## src/rtl/i2c_clk_gen.sv

```systemverilog
// I2C SCL bit-clock generator: four-quarter divider with slave clock-stretch hold and timeout.
// Define I2C_SCL_SYNC_EN to pass scl_in_i through a 2-flop synchronizer before the stretch check.
module i2c_clk_gen #(
   parameter int DIVIDER         = 6500,
   parameter int CNT_W           = 15,
   parameter int CHK_OFS         = 2,
   parameter int TO_W            = 16,
   parameter int STRETCH_TIMEOUT = 65535
) (
   input  logic       clk,
   input  logic       rst,
   input  logic       ena_i,
   input  logic       scl_in_i,
   input  logic       clear_err_i,
   output logic       scl_oe_o,
   output logic       data_clk_o,
   output logic [1:0] quarter_o,
   output logic       data_tick_o,
   output logic       stretching_o,
   output logic       timeout_err_o,
   output logic       busy_o
);

   localparam logic [CNT_W-1:0] Q1   = CNT_W'(DIVIDER);
   localparam logic [CNT_W-1:0] Q2   = CNT_W'(2 * DIVIDER);
   localparam logic [CNT_W-1:0] Q3   = CNT_W'(3 * DIVIDER);
   localparam logic [CNT_W-1:0] LAST = CNT_W'(4 * DIVIDER - 1);
   localparam logic [CNT_W-1:0] CHK  = CNT_W'(2 * DIVIDER + CHK_OFS);
   localparam logic [TO_W-1:0]  TMO  = TO_W'(STRETCH_TIMEOUT);

   logic             scl_s;
   logic [CNT_W-1:0] cnt_q, cnt_d;
   logic [TO_W-1:0]  tcnt_q, tcnt_d;
   logic             busy_q, busy_d;
   logic             abandon_q, abandon_d;
   logic             scl_oe_q, scl_oe_d;
   logic             data_clk_q, data_clk_d;
   logic [1:0]       quarter_q, quarter_d;
   logic             tick_q, tick_d;
   logic             stretch_q, stretch_d;
   logic             terr_q, terr_d;
   logic             at_chk;
   logic             tmo_set;

`ifdef I2C_SCL_SYNC_EN
   logic [1:0] sync_q;

   always_ff @(posedge clk) begin
      if (rst) sync_q <= '0;
      else     sync_q <= {sync_q[0], scl_in_i};
   end

   assign scl_s = sync_q[1];
`else
   assign scl_s = scl_in_i;
`endif

   assign at_chk = busy_q && (cnt_q == CHK) && !scl_s && !abandon_q;

   always_comb begin
      busy_d    = busy_q;
      cnt_d     = cnt_q;
      tcnt_d    = tcnt_q;
      abandon_d = abandon_q;
      stretch_d = 1'b0;
      tmo_set   = 1'b0;
      if (!busy_q) begin
         cnt_d  = '0;
         busy_d = ena_i;
      end else if (at_chk && (tcnt_q < TMO)) begin
         stretch_d = 1'b1;
         tcnt_d    = tcnt_q + 1'b1;
      end else begin
         // Timeout abandons the stretch until the next wrap re-arms it.
         if (at_chk) begin
            tmo_set   = 1'b1;
            abandon_d = 1'b1;
         end
         if (cnt_q == LAST) begin
            cnt_d     = '0;
            busy_d    = ena_i;
            tcnt_d    = '0;
            abandon_d = 1'b0;
         end else begin
            cnt_d = cnt_q + 1'b1;
         end
      end
   end

   always_comb begin
      scl_oe_d   = busy_d && (cnt_d < Q2);
      data_clk_d = busy_d && (cnt_d >= Q1) && (cnt_d < Q3);
      tick_d     = busy_d && (cnt_d == Q1);
      quarter_d  = 2'd0;
      if (busy_d) begin
         if (cnt_d < Q1)      quarter_d = 2'd0;
         else if (cnt_d < Q2) quarter_d = 2'd1;
         else if (cnt_d < Q3) quarter_d = 2'd2;
         else                 quarter_d = 2'd3;
      end
      terr_d = terr_q;
      if (tmo_set)          terr_d = 1'b1;
      else if (clear_err_i) terr_d = 1'b0;
   end

   always_ff @(posedge clk) begin
      if (rst) begin
         cnt_q      <= '0;
         tcnt_q     <= '0;
         busy_q     <= 1'b0;
         abandon_q  <= 1'b0;
         scl_oe_q   <= 1'b0;
         data_clk_q <= 1'b0;
         quarter_q  <= 2'd0;
         tick_q     <= 1'b0;
         stretch_q  <= 1'b0;
         terr_q     <= 1'b0;
      end else begin
         cnt_q      <= cnt_d;
         tcnt_q     <= tcnt_d;
         busy_q     <= busy_d;
         abandon_q  <= abandon_d;
         scl_oe_q   <= scl_oe_d;
         data_clk_q <= data_clk_d;
         quarter_q  <= quarter_d;
         tick_q     <= tick_d;
         stretch_q  <= stretch_d;
         terr_q     <= terr_d;
      end
   end

   assign scl_oe_o      = scl_oe_q;
   assign data_clk_o    = data_clk_q;
   assign quarter_o     = quarter_q;
   assign data_tick_o   = tick_q;
   assign stretching_o  = stretch_q;
   assign timeout_err_o = terr_q;
   assign busy_o        = busy_q;

endmodule

```

## config.mk

```make
export PLATFORM = sky130hd
export DESIGN_NAME = i2c_clk_gen
export DESIGN_NICKNAME = d
export VERILOG_FILES = /design/src/rtl/i2c_clk_gen.sv
export SDC_FILE = /design/constraint.sdc
export NUM_CORES = 1
export LEC_CHECK = 0
export CAP_MARGIN = 15
export CORE_MARGIN = 2
export CORE_UTILIZATION = 60
export CTS_CLUSTER_SIZE = 20
export DETAILED_ROUTE_END_ITERATION = 16
export GPL_ROUTABILITY_DRIVEN = 0
export PLACE_DENSITY = 0.8
export SYNTH_ARGS = -nofsm -noshare
export SYNTH_HDL_FRONTEND = slang
export SYNTH_SLANG_ARGS = --single-unit
```

## constraint.sdc

```tcl
create_clock -name clk -period 4.3 [get_ports clk]
set_clock_uncertainty 0.05 [all_clocks]
set_input_delay 0.43 -clock clk [delete_from_list [all_inputs] [get_ports clk]]
set_output_delay 0.43 -clock clk [all_outputs]
set_load 0.01 [all_outputs]
```

==> results.cfg <==
[synthesis]
synth-simple-area-share_pct = 31.6
async_flop_share_pct = 0
postSynthAreaPerCell_sq_um = 7.82
synth_fp_nets = 317
ys_seq_area_share_pct = 33.1
synthMuxAreaShare_pct = 0.880
synth_area_leader_cell = dfxtp_1
yosys-top-cells-count = dfxtp_1, nor2_1, nand2_1, a21oi_1, inv_1
synth-compound-area-share_pct = 22.6
ys_types = 58
synth-seq-cells = 40
yosysMostFrequentCell = dfxtp_1
synthXorXnorAreaFrac_pct = 4.71
synth_top_family_by_area = simple AND/OR/NAND/NOR gates
synthTopCellsByArea = dfxtp_1, nor2_1, xnor2_1
synth_fa_ha_area_share_pct = 1.55
synth_top_area_share_pct = 33.1
synth_edf_count = 0
yosys_warnings = 0
synth_cells = 309
syn_area_sq_um = 2420
synth_top_flop_cell = dfxtp_1

[cts]
postCtsResizedCells = 0
cts_setup_buffers = 0
cts_made_buffers = 5
root_buffer = clkbuf_8
hold_buffers = 0
cts.clk_slew.worst_paths_ps = 80
cts.sinks = 40
clkLatencyLatePin_ps = 300
cts_tree = done
clockBufferDepth = 2
htree_levels = 2

[floorplan]
core-area_sq_um = 3940
die_w_microns = 67.5
die_h_microns = 67.5
die_area_sq_um = 4550
initial_core_util_pct = 61.3
ios = 13
row_count = 23

[worst_setup_path]
cpPeakStageDelay_ps = 590
path_cells = ha_1, nand4_1, nor3_1, and3_1, xnor2_1, and3_1, a311oi_1, a21boi_0
path_buf_inv = 0
crit_path_end_kind = flop
worst_path_max_delay_cell = nor3_1
crit_fanout = 11
startpoint = cnt_q[1]$_SDFF_PP0_
cp_data_required_time_ps = 4410
worstReg2RegStart = cnt_q[1]$_SDFF_PP0_
critPathTopFamily = simple AND/OR/NAND/NOR gates
critPathKind = reg -> reg
cp.arrival_ps = 3210
crit_top_cell = and3_1
cp-start-kind = flop

[global_route]
grt_pass1_vias = 1993
globalRouteTotalUtil_pct = 27.0
overflow = 0
antenna_found_initial = 0
grt_pass1_wl_mm = 9.25
grt_max_degree = 18

[power]
p_per_area_nw_per_um2 = 274
ir_drop_mv = 0.203
report.power.total_mw = 0.728
p_leak_nw = 0.804

[route]
first_pass_iters = 5
drt_iter0_markers = 270
vias_per_cell = 6.49
drt-total-wl_mm = 5.77
antenna_left = 0
routedWlPerCell_microns = 15.9
drc_errors = 0
vias = 2357

[timing]
rsz0062_at_grt = false
slew_violations = 0
worst_slack_ps = 1200
fmax_mhz = 323
hold_violations = 0
fin_crit_sh_pct = 72.1
setup_viol = 0
min_period_ps = 3100
max-slew-margin-rel_pct = 48.7
tightest_slew_ps = 763
fin_setup_tns_ps = 0

[place]
port_buffers = 12
dpl.hpwl_mm = 4.06
dp_slack_ps = 1090
place_inst = 355

[final_layout]
syn_to_final_growth_pct = 9.99
n_antenna_cell = 0
final_util_pct = 67.4
nNetsFinal = 320
drive_above_1_share_pct = 6.71
fill_cells = 318
final_cells = 363

[worst_hold_path]
min_from = tcnt_q[9]$_SDFFE_PP0P_
hold_class = reg -> reg

[status]
status = finished, final reports clean

[job]
drv_cap = 0
[sequential cells by signal (all words and copies together), names as in the netlist]
| signal | count |
|---|---|
| tcnt_q | 16 |
| cnt_q | 15 |
| quarter_o | 2 |
| abandon_q | 1 |
| busy_o | 1 |
| data_clk_o | 1 |
| data_tick_o | 1 |
| scl_oe_o | 1 |
| stretching_o | 1 |
| timeout_err_o | 1 |
[worst register-to-register path, stage by stage, from the launching register on]
cell,delay (ps)
dfxtp_1,430
ha_1,420
nand4_1,420
nor3_1,600
and3_1,260
xnor2_1,110
and3_1,170
a311oi_1,360
a21boi_0,150
[path summary, 6_finish.rpt]
path                            slack [ps]                 endpoint  depth (start not counted)
worst max-delay path                  1200  quarter_o[0]$_SDFF_PP0_                          8
worst min-delay path                   450   tcnt_q[9]$_SDFFE_PP0P_                          2
worst min register to register         450   tcnt_q[9]$_SDFFE_PP0P_                          2
worst max register to register        1200  quarter_o[0]$_SDFF_PP0_                          8
[layout make-up]
type	count	area (sq um)	area share, %
clock inverters	2	38.8	1.46
well taps	50	62.6	2.35
clock buffers	6	82.6	3.11
inverters	15	56.3	2.12
flip-flops and latches	40	801	30.1
repair buffers	14	135	5.08
multi-input cells	236	1480	55.7
[through the flow]
stage / area (sq um) / hold slack (ps)
6_report: 2660 / 446
2_1_floorplan: 2420 / 384
5_1_grt: 2660 / 481
4_1_cts: 2660 / 444
3_3_place_gp: 2540 / 419
3_5_place_dp: 2540 / 431
[logic make-up after synthesis]
family | after synthesis
AOI/OAI and AO/OA | 78
xor gates and xnor gates | 13
adders and majority gates | 3
buffers and inverters | 33
DFF | 40
muxes | 2
and+or+nand+nor | 140
[report_power, final]
group          leakage (nW)  internal [mW]  switching, mW
clock network        0.0614          0.190          0.138
logic                 0.420         0.0105         0.0136
registers             0.323          0.372        0.00461
[metal layers]
metal / up-vias / global-route usage (%) / share of wire, %
met1: 1088 / 37.2 / 47
met2: 110 / 41.0 / 43
met3: 17 / 5.67 / 7.9
met4: 0 / 10.7 / 2.0
li1: 1142 / - / -
met5: - / 0 / 0
[cells in the final DEF (no fill, tap or decap), types with 5 or more instances in the layout]
master / count
clkbuf_8: 6
xnor2_1: 11
o21a_1: 7
o211ai_1: 5
o21ai_0: 14
and3_1: 5
nor2_1: 37
inv_1: 15
nand4_1: 11
nor3_1: 11
nand3_1: 11
a21oi_1: 18
clkdlybuf4s50_1: 12
nand2_1: 19
dfxtp_1: 40
or3_1: 13
Note: power is estimated with default switching activity, not from simulation.
